**config.mk**
```make
export PLATFORM = sky130hd
export DESIGN_NAME = moving_average_filter_mc_flat
export DESIGN_NICKNAME = d
export VERILOG_FILES = /design/src/rtl/moving_average_filter_mc_if.sv /design/src/rtl/moving_average_filter_mc.sv /design/src/flat_wrapper.sv
export SDC_FILE = /design/constraint.sdc
export NUM_CORES = 1
export LEC_CHECK = 0
export ABC_CLOCK_PERIOD_IN_PS = 8300
export CAP_MARGIN = 20
export CORE_MARGIN = 3
export CORE_UTILIZATION = 52
export DETAILED_ROUTE_END_ITERATION = 10
export PLACE_DENSITY = 0.64
export SYNTH_ARGS = -nofsm -noshare
export SYNTH_HDL_FRONTEND = slang
export SYNTH_SLANG_ARGS = --single-unit
```
**constraint.sdc**
```tcl
create_clock -name clk -period 8.3 [get_ports clk]
set_input_delay 1.245 -clock clk [delete_from_list [all_inputs] [get_ports clk]]
set_output_delay 1.245 -clock clk [all_outputs]
set_load 0.02 [all_outputs]
```
**src/rtl/moving_average_filter_mc_if.sv**
```systemverilog
// Sample/result bus between the ADC sequencer, the moving average filter and the
// overcurrent comparator. The master side is the upstream/downstream
// environment; the slave side is the filter.
interface moving_average_filter_mc_if #(
  parameter int unsigned DATA_W = 16,
  parameter int unsigned CH_W   = 2
);
  logic              in_valid;
  logic              in_ready;
  logic [CH_W-1:0]   in_channel;
  logic [DATA_W-1:0] adc_data_in;
  logic              out_valid;
  logic [CH_W-1:0]   out_channel;
  logic [DATA_W-1:0] filtered_data_out;
  logic              out_primed;

  modport master (
    output in_valid,
    output in_channel,
    output adc_data_in,
    input  in_ready,
    input  out_valid,
    input  out_channel,
    input  filtered_data_out,
    input  out_primed
  );

  modport slave (
    input  in_valid,
    input  in_channel,
    input  adc_data_in,
    output in_ready,
    output out_valid,
    output out_channel,
    output filtered_data_out,
    output out_primed
  );
endinterface

```
**src/rtl/moving_average_filter_mc.sv**
```systemverilog
// Multi-channel moving average filter. One shared running-sum datapath serves
// all channels; each channel owns a power-of-two circular window. After reset or
// clear the whole window memory is swept to zero one word per cycle.
module moving_average_filter_mc #(
  parameter int unsigned DATA_W     = 16,
  parameter int unsigned LOG2_DEPTH = 3,
  parameter int unsigned CHANNELS   = 3,
  parameter int unsigned CH_W       = 2
) (
  input logic                     clk,
  input logic                     reset,
  input logic                     clear,
  moving_average_filter_mc_if.slave bus
);

  localparam int unsigned DEPTH  = 1 << LOG2_DEPTH;
  localparam int unsigned SUM_W  = DATA_W + LOG2_DEPTH;
  localparam int unsigned FILL_W = LOG2_DEPTH + 1;

  typedef enum logic {StClear, StRun} state_e;

  state_e                state_q, state_d;
  logic [CH_W-1:0]       clr_ch_q, clr_ch_d;
  logic [LOG2_DEPTH-1:0] clr_wp_q, clr_wp_d;

  logic [DATA_W-1:0]     buf_q  [CHANNELS][DEPTH];
  logic [SUM_W-1:0]      sum_q  [CHANNELS];
  logic [LOG2_DEPTH-1:0] wp_q   [CHANNELS];
  logic [FILL_W-1:0]     fill_q [CHANNELS];

  logic                  out_valid_q;
  logic [CH_W-1:0]       out_channel_q;
  logic [DATA_W-1:0]     out_data_q;
  logic                  out_primed_q;

  logic                  flush;
  logic                  ch_ok;
  logic                  accept;
  logic [CH_W-1:0]       acc_ch;
  logic [LOG2_DEPTH-1:0] acc_wp;
  logic [DATA_W-1:0]     oldest;
  logic [SUM_W-1:0]      sum_new;
  logic [FILL_W-1:0]     fill_new;

  assign flush = reset | clear;

  // Next-state logic: sweep the clear address across every channel's window.
  always_comb begin
    state_d  = state_q;
    clr_ch_d = clr_ch_q;
    clr_wp_d = clr_wp_q;
    if (flush) begin
      state_d  = StClear;
      clr_ch_d = '0;
      clr_wp_d = '0;
    end else if (state_q == StClear) begin
      clr_wp_d = clr_wp_q + LOG2_DEPTH'(1);
      if (clr_wp_q == LOG2_DEPTH'(DEPTH - 1)) begin
        if (32'(clr_ch_q) == CHANNELS - 1) begin
          state_d  = StRun;
          clr_ch_d = '0;
        end else begin
          clr_ch_d = clr_ch_q + CH_W'(1);
        end
      end
    end
  end

  // FSM state and clear-address registers.
  always_ff @(posedge clk) begin
    if (reset) begin
      state_q  <= StClear;
      clr_ch_q <= '0;
      clr_wp_q <= '0;
    end else begin
      state_q  <= state_d;
      clr_ch_q <= clr_ch_d;
      clr_wp_q <= clr_wp_d;
    end
  end

  // Shared datapath: read the oldest word and form the updated sum and fill.
  always_comb begin
    ch_ok    = 32'(bus.in_channel) < CHANNELS;
    accept   = bus.in_valid && bus.in_ready && ch_ok;
    // Out-of-range channels never index the arrays.
    acc_ch   = ch_ok ? bus.in_channel : '0;
    acc_wp   = wp_q[acc_ch];
    oldest   = buf_q[acc_ch][acc_wp];
    sum_new  = sum_q[acc_ch] + SUM_W'(bus.adc_data_in) - SUM_W'(oldest);
    fill_new = (fill_q[acc_ch] == FILL_W'(DEPTH)) ? fill_q[acc_ch]
                                                  : fill_q[acc_ch] + FILL_W'(1);
  end

  assign bus.in_ready = (state_q == StRun) && !flush;

  // Window memory: zero sweep during clear, sample write on accept. No reset so
  // it can map onto RAM.
  always_ff @(posedge clk) begin
    if (state_q == StClear) begin
      buf_q[clr_ch_q][clr_wp_q] <= '0;
    end else if (accept) begin
      buf_q[acc_ch][acc_wp] <= bus.adc_data_in;
    end
  end

  // Per-channel running sum, write pointer and fill counter.
  always_ff @(posedge clk) begin
    if (flush || state_q == StClear) begin
      for (int i = 0; i < int'(CHANNELS); i++) begin
        sum_q[i]  <= '0;
        wp_q[i]   <= '0;
        fill_q[i] <= '0;
      end
    end else if (accept) begin
      sum_q[acc_ch]  <= sum_new;
      wp_q[acc_ch]   <= acc_wp + LOG2_DEPTH'(1);
      fill_q[acc_ch] <= fill_new;
    end
  end

  // Result registers; clear leaves them alone, only reset zeroes them.
  always_ff @(posedge clk) begin
    if (reset) begin
      out_valid_q   <= 1'b0;
      out_channel_q <= '0;
      out_data_q    <= '0;
      out_primed_q  <= 1'b0;
    end else begin
      out_valid_q <= accept;
      if (accept) begin
        out_channel_q <= acc_ch;
        out_data_q    <= sum_new[SUM_W-1:LOG2_DEPTH];
        out_primed_q  <= (fill_new == FILL_W'(DEPTH));
      end
    end
  end

  assign bus.out_valid         = out_valid_q;
  assign bus.out_channel       = out_channel_q;
  assign bus.filtered_data_out = out_data_q;
  assign bus.out_primed        = out_primed_q;

endmodule

```
**src/flat_wrapper.sv**
```systemverilog
// flat-port wrapper written by rule: the top's interface ports become plain ports
module moving_average_filter_mc_flat 
#(
  parameter int unsigned DATA_W     = 16,
  parameter int unsigned LOG2_DEPTH = 3,
  parameter int unsigned CHANNELS   = 3,
  parameter int unsigned CH_W       = 2
)
  (clk, reset, clear, bus_in_valid, bus_in_channel, bus_adc_data_in, bus_in_ready, bus_out_valid, bus_out_channel, bus_filtered_data_out, bus_out_primed);
  moving_average_filter_mc_if #(.DATA_W(DATA_W), .CH_W(CH_W)) bus_i ();
  input logic clk;
  input logic reset;
  input logic clear;
  input wire logic [$bits(bus_i.in_valid)-1:0] bus_in_valid;
  input wire logic [$bits(bus_i.in_channel)-1:0] bus_in_channel;
  input wire logic [$bits(bus_i.adc_data_in)-1:0] bus_adc_data_in;
  output wire logic [$bits(bus_i.in_ready)-1:0] bus_in_ready;
  output wire logic [$bits(bus_i.out_valid)-1:0] bus_out_valid;
  output wire logic [$bits(bus_i.out_channel)-1:0] bus_out_channel;
  output wire logic [$bits(bus_i.filtered_data_out)-1:0] bus_filtered_data_out;
  output wire logic [$bits(bus_i.out_primed)-1:0] bus_out_primed;
  assign bus_i.in_valid = bus_in_valid;
  assign bus_i.in_channel = bus_in_channel;
  assign bus_i.adc_data_in = bus_adc_data_in;
  assign bus_in_ready = bus_i.in_ready;
  assign bus_out_valid = bus_i.out_valid;
  assign bus_out_channel = bus_i.out_channel;
  assign bus_filtered_data_out = bus_i.filtered_data_out;
  assign bus_out_primed = bus_i.out_primed;
  moving_average_filter_mc #(.DATA_W(DATA_W), .LOG2_DEPTH(LOG2_DEPTH), .CHANNELS(CHANNELS), .CH_W(CH_W)) u_core (.clk(clk), .reset(reset), .clear(clear), .bus(bus_i));
endmodule
```
==> results.ini, run 1 <==
[critical_path]
crit_path_max_fanout=43
crit_required_ns=8.62
cp-start-kind=input port
path_cells=clkdlybuf4s50_1 > inv_1 > ha_2 > mux2i_4 > mux2_4 > inv_4 > mux4_2 > mux2i_1 > a221o_1 > fa_1 > ha_1 > a21o_1 > a221oi_1 > buf_4 > o21ai_0 > buf_4 > a31oi_1 > xor2_1 > nor2_1
cp_common_cell=buf_4
crit_family=buffers and inverters
worstPathBufferInverterCount=5
worstSetupEndpointType=flip-flop
worst_path_max_delay_cell=mux4_2
crit_path_max_incr_delay_ns=0.60
critPathKind=in -> reg
critPathArrivalTime_ns=7.14

[detailed_routing]
vias_per_cell=6.02
dr.pass1.iters=7
antenna_left=0
dr.first_iter.drc_count=984
wire_per_inst_um=26.3
routed_wl_mm=52.9
drc=0
route.vias.total=12090

[clock_network]
numCtsBuffers=52
cts-resized-gates=0
insertion_delay_ns=0.60
cts_tree=done
clock_path_buffers=3
cts_max_level=2
cts_root_buffer=clkbuf_16
cts.sinks=514
path_clk_slew_ns=0.07
cts-hold-fix-buffers=0
cts_setup_buffers=0

[cells_and_area]
final_net_count=1501
drive_gt1_share_pct=14.8
area_delta_synth_final_pct=13.2
fin_cells=2009
antenna_cells=0
fillCellCount=3110
final_area_mm2=0.0247

[power_and_ir_drop]
ir_worst_vdd_mv=0.193
seqPwrFrac_pct=52.0
combinationalPowerShare_pct=6.6
clockPowerShare_pct=41.5
switchingPower_mw=1.21
p_total_mw=5.43
p_per_area_mw_per_mm2=220
sw_frac_of_total_pct=22.2
p_leak_nw=9.44
p_int_mw=4.22

[placed_design]
dpl.hpwl_mm=34.4
gp_congestion=0.882
post_dp_cell_area_mm2=0.0230
numPlacedInstances=1910
io_buffers=42

[logic_synthesis]
synthAdderAreaFrac_pct=3.13
syn_nets=1413
yosys.area_share.simple_pct=6.79
synthXorXnorAreaFrac_pct=0.562
syn_inst=1346
synth_area_mm2=0.0218
synth_top_flop_cell=edfxtp_1
synth_compound_area_share_pct=4.84
yosys-mux-area-fraction_pct=13.0
synth_top_family_by_area=multiplexers
synth-seq-area-share_pct=69.5
synth_area_leader_cell=edfxtp_1
synth_top_area_share_pct=67.1
synth_seq_cells=514
syn_avg_cell_area_um2=16.2
synth_warnings=0
synth-edff-count=488
ys_top_cells_by_area=edfxtp_1, mux4_2, mux2i_1
async_flop_share_pct=0
synth_cell_types=65

[floorplanning]
core_mm2=0.0411
ios=43
die_h_um=211
floorplan.initialDensity_pct=53.1
rows=74
die-area_mm2=0.0445
die_x_um=211

[sta]
finalHoldViolations=0
finalCriticalPeriod_ns=6.82
grt_setup_unrepaired=no
relSlewSlack_pct=27.3
finalSetupTns_ns=0
worst_pin_slew_ns=1.09
clock_skew_ns=0.0242
report.final.slew_viol_count=0
hold_slack_ns=0.456
setup_viol=0
fmax_mhz=147
min_period_over_period_pct=82.1

[grt]
grt-ovfl-total=0
antenna_found_initial=0
met3_usage_pct=5.01
grtUsageMet1_pct=33.3
use_met2_pct=38.8
busiest_layer=met2
grt_pass1_vias=12098
grt_pass1_wl_mm=78.9
grt_use_total_pct=24.3
grt_start_max_net_pins=44

[job]
maxCapViolCount=0

[status]
status=complete, no violations

[hold_path]
worstHoldPathType=reg -> reg

-- state kept, by name (all words and copies together) (netlist names) --
name                          count
u_core.sum_q                     76
u_core.bus.out_valid              1
u_core.clr_ch_q                   2
u_core.fill_q                    16
u_core.state_q                    1
u_core.wp_q                      12
u_core.bus.out_primed             1
u_core.buf_q                    384
u_core.clr_wp_q                   3
u_core.bus.out_channel            2
u_core.bus.filtered_data_out     16
-- placed cells by master (no fill, tap or decap), drive strengths merged, types with 9 or more instances in the layout --
| cell type | netlist | layout |
|---|---|---|
| mux2i | 117 | 117 |
| nor2 | 102 | 102 |
| and3 | 19 | 19 |
| nand2 | 100 | 100 |
| clkdlybuf4s50 | 0 | 42 |
| inv | 34 | 36 |
| a211oi | 9 | 9 |
| nor4 | 13 | 13 |
| nor3 | 20 | 20 |
| nand3 | 17 | 17 |
| mux4 | 70 | 70 |
| edfxtp | 488 | 488 |
| o21ai | 16 | 16 |
| a221o | 13 | 13 |
| clkinv | 2 | 22 |
| clkbuf | 36 | 64 |
| buf | 27 | 55 |
| and2 | 22 | 22 |
| nor2b | 10 | 10 |
| ha | 29 | 29 |
| a21oi | 57 | 57 |
| fa | 16 | 16 |
| xnor2 | 9 | 9 |
| o22ai | 15 | 15 |
| dfxtp | 26 | 26 |
| a21o | 10 | 10 |
-- cells in the mapped netlist, drive strengths merged, types with 2 or more instances --
cell      n
nand2   100
o31ai     2
nand4     3
nand3    17
or2       3
inv      34
dfxtp    26
fa       16
a21boi    2
nand2b    4
clkinv    2
a221o    13
mux2      5
and3     19
o22ai    15
and2     22
nor4     13
a21oi    57
a31oi     4
a32oi     5
or3       4
o21ai    16
mux2i   117
o21a      3
nor2b    10
xor2      5
edfxtp  488
nor2    102
a221oi    2
nor3b     4
buf      27
a211oi    9
o211ai    3
a22oi     5
a21o     10
clkbuf   36
a211o     3
ha       29
nor3     20
mux4     70
a311oi    2
xnor2     9
-- routing by layer --
metal  up-vias  wire length, um
met5         -                0
met2       458            25400
met4         0             2110
met1      6113            21700
met3       112             3700
li1       5407                -
-- logic make-up (layout without fill, tap and decap cells) --
group | Yosys count | in the layout
DFF | 514 | 514
and+or+nand+nor | 323 | 323
muxes | 192 | 192
AOI/OAI and AO/OA | 159 | 159
buffers and inverters | 99 | 230
adders and majority gates | 45 | 45
xor gates and xnor gates | 14 | 14
-- final cells by class --
class	instances	area, um^2	share of cell area [%]
Clock buffer	64	1380	5.58
Inverter	36	138	0.557
Multi-Input combinational cell	733	6220	25.2
Sequential cell	514	15200	61.4
Tap cell	532	666	2.69
Timing Repair Buffer	97	868	3.51
Clock inverter	33	262	1.06
-- worst register-to-register path: stages (launching register included) --
cell and delay (ns):
edfxtp_1 0.39, mux2i_4 0.08, mux2_4 0.34, inv_4 0.59
mux4_2 0.66, mux2i_1 0.44, a221o_1 0.36, fa_1 0.46
ha_1 0.35, a21o_1 0.23, a221oi_1 0.25, buf_4 0.19
o21ai_0 0.09, buf_4 0.17, a31oi_1 0.22, xor2_1 0.35
nor2_1 0.09
-- worst paths after layout --
| check | endpoint | slack [ns] | from | depth (start not counted) |
|---|---|---|---|---|
| setup / recovery | u_core.sum_q[1][12] | 1.48 | bus_in_channel[0] | 19 |
| hold / removal | u_core.bus.out_primed | 0.46 | u_core.bus.out_primed | 2 |
| setup reg to reg | u_core.sum_q[1][12] | 2.77 | u_core.wp_q[0][1] | 16 |
| hold reg to reg | u_core.bus.out_primed | 0.46 | u_core.bus.out_primed | 2 |
-- power by group through the flow --
stage / logic (mW) / registers [mW] / clock network [mW]
2_1_floorplan: 0.235 / 2.88 / 0
3_3_place_gp: 0.344 / 2.88 / 0
3_5_place_dp: 0.350 / 2.88 / 0
4_1_cts: 0.352 / 2.82 / 2.29
5_1_grt: 0.388 / 2.82 / 2.39
6_report: 0.356 / 2.82 / 2.25
-- per-stage QoR --
step	utilization [%]	setup slack (ns)
floorplan	-	2.27
global placement	56.0	1.02
detailed placement	56.0	0.977
CTS	60.0	1.60
global route	60.1	1.16
finish	60.1	1.48
(Power assumes the default switching activity.)
==> run 2: changes to the inputs <==
Settings changed: ABC_CLOCK_PERIOD_IN_PS 8300 to 5600, PLACE_DENSITY 0.64 to 0.67.
Clock period 8.3 ns to 5.6 ns, I/O delays scaled along.
==> results.ini, run 2 (synthesis results as in run 1) <==
[critical_path]
rr_worst_depth=19
worstSetupEndpointType=flip-flop
critPathKind=in -> reg
r2r_setup_slack_ns=1.02
crit_path_max_incr_delay_ns=0.48
reg2reg_from=u_core.wp_q[0][1]
crit_cells=23
worstPathBufferInverterCount=7
path_cells=clkdlybuf4s50_1 > inv_1 > ha_2 > buf_12 > mux2i_4 > mux2i_4 > buf_6 > mux2_2 > a22oi_1 > a21oi_1 > a311o_1 > ha_1 > inv_1 > ha_1 > fa_1 > a21o_1 > a221oi_2 > o21ai_1 > buf_4 > a31oi_2 > xor2_1 > buf_4 > nor2_1
reg2reg_to=u_core.sum_q[0][12]
crit_required_ns=5.93
cp-start-kind=input port
critPathArrivalTime_ns=5.73
worst_path_max_delay_cell=clkdlybuf4s50_1
crit_family=compound AO/OA/AOI/OAI gates
crit_path_max_fanout=9

[placed_design]
gp_congestion=0.911
io_buffers=42
dpl.hpwl_mm=35.3
numPlacedInstances=2039

[hold_path]
min_delay_worst_endpoint=u_core.bus.out_channel[0]
worstHoldPathType=reg -> reg
min_path_cells=2
hold_start=u_core.bus.out_channel[0]

[sta]
hold_slack_ns=0.453
clock_skew_ns=0.0218
min_period_over_period_pct=96.4
grt_setup_unrepaired=no
setup_viol=0
fmax_mhz=185
report.final.slew_viol_count=0
finalHoldViolations=0
finalCriticalPeriod_ns=5.40
worst_pin_slew_ns=1.12
relSlewSlack_pct=25.0

[floorplanning]
die-area_mm2=0.0445
die_h_um=211
ios=43
rows=74
core_mm2=0.0411
die_x_um=211
floorplan.initialDensity_pct=53.1

[cells_and_area]
multiInputGateArea_mm2=0.00625
fin_cells=2141
fillCellCount=2994
utilization_pct=63.1
largest_registers=u_core.buf_q x384, u_core.sum_q x76
antenna_cells=0
area_delta_synth_final_pct=18.8
final_common_cell=edfxtp_1
final_net_count=1635
mostFrequentLayoutCells=edfxtp_1, buf_4, mux2i_1
drive_gt1_share_pct=22.1
regMostFlops=u_core.buf_q
final-seq-area_mm2=0.0152
largest_reg_flops=384

[grt]
antenna_found_initial=0
grt_pass1_wl_mm=79.8
grt-ovfl-total=0
grt_use_total_pct=24.4
grt_pass1_vias=12777
grt_start_max_net_pins=35

[detailed_routing]
antenna_left=0
route.vias.total=12647
routed_wl_mm=53.3
drc=0
dr.first_iter.drc_count=1034
vias_per_cell=5.91
wire_per_inst_um=24.9
dr.pass1.iters=5

[job]
maxCapViolCount=0

[clock_network]
cts_tree=done
cts_root_buffer=clkbuf_16
numCtsBuffers=51
cts.sinks=514
insertion_delay_ns=0.60
cts-hold-fix-buffers=0
path_clk_slew_ns=0.06
cts_max_level=2
clock_path_buffers=3

[power_and_ir_drop]
ir_worst_vdd_mv=0.238
p_per_area_mw_per_mm2=315
p_leak_nw=10.2

[status]
status=complete, no violations

==> run 2: cell count changes in the layout (fill, tap and decap cells not counted), moves of 3 or more <==
cell        delta
buf_12        +12
clkinv_8       +3
a21oi_1        -3
clkinvlp_4     -6
clkbuf_8       +3
a21oi_2        +3
buf_4        +119
clkinv_1       +6
==> run 2: area by class of cell <==
| cell class | count | share of cell area [%] |
|---|---|---|
| Clock buffer | 63 | 5.25 |
| Multi-Input combinational cell | 733 | 24.1 |
| Inverter | 36 | 0.569 |
| Timing Repair Buffer | 232 | 7.97 |
| Sequential cell | 514 | 58.5 |
| Tap cell | 532 | 2.57 |
| Clock inverter | 31 | 1.02 |
==> run 2: worst max path at each step <==
stage                 startpoint             endpoint
2_1_floorplan  bus_in_channel[0]  u_core.sum_q[0][12]
3_3_place_gp   bus_in_channel[0]  u_core.sum_q[2][11]
3_5_place_dp   bus_in_channel[0]  u_core.sum_q[2][11]
4_1_cts        bus_in_channel[0]  u_core.sum_q[2][11]
5_1_grt        bus_in_channel[0]  u_core.sum_q[0][17]
6_report       bus_in_channel[0]  u_core.sum_q[0][12]
==> run 2: timing repair <==
action,4_1_cts,5_1_grt
endpoints found under the hold margin,0,0
setup buffers,0,5
setup endpoints to repair,0,44
resized for setup,0,17
==> run 2: report_power, final <==
| part | switching [mW] | internal [mW] |
|---|---|---|
| clock network | 1.40 | 1.91 |
| logic | 0.359 | 0.316 |
| registers | 0.00499 | 4.18 |
==> run 2: stage by stage <==
step / setup TNS [ns] / total power, mW / instance area, um^2 / worst slack, ns
final: 0 / 8.17 / 25900 / 0.200
after global routing: 0 / 8.45 / 25900 / 0.0222
after CTS: 0 / 8.21 / 25800 / 0.0892
after detailed placement: -21.66 / 4.92 / 24200 / -0.494
after global placement: -20.30 / 4.91 / 24200 / -0.505
after floorplan: 0 / 4.61 / 21800 / 0.139
==> run 2: metal layers <==
layer | vias to the layer above | GRT usage, % | routed length [um]
met5 | - | 0 | 0
met4 | 0 | 7.46 | 1370
met3 | 85 | 3.83 | 3440
met2 | 445 | 40.7 | 26200
met1 | 6435 | 33.7 | 22300
li1 | 5682 | - | -
==> run 2: worst reg2reg max path, cell delays in order (launching register included) <==
cell      delay (ns)
edfxtp_1        0.44
mux2i_4         0.20
mux2_4          0.23
clkinv_8        0.11
buf_12          0.19
mux2i_1         0.12
mux2i_1         0.15
mux2i_1         0.09
buf_4           0.16
a221o_1         0.35
fa_1            0.49
fa_1            0.41
a21o_1          0.21
a221oi_2        0.32
o21ai_1         0.12
buf_4           0.17
a31oi_2         0.19
xor2_1          0.19
buf_4           0.15
nor2_1          0.04
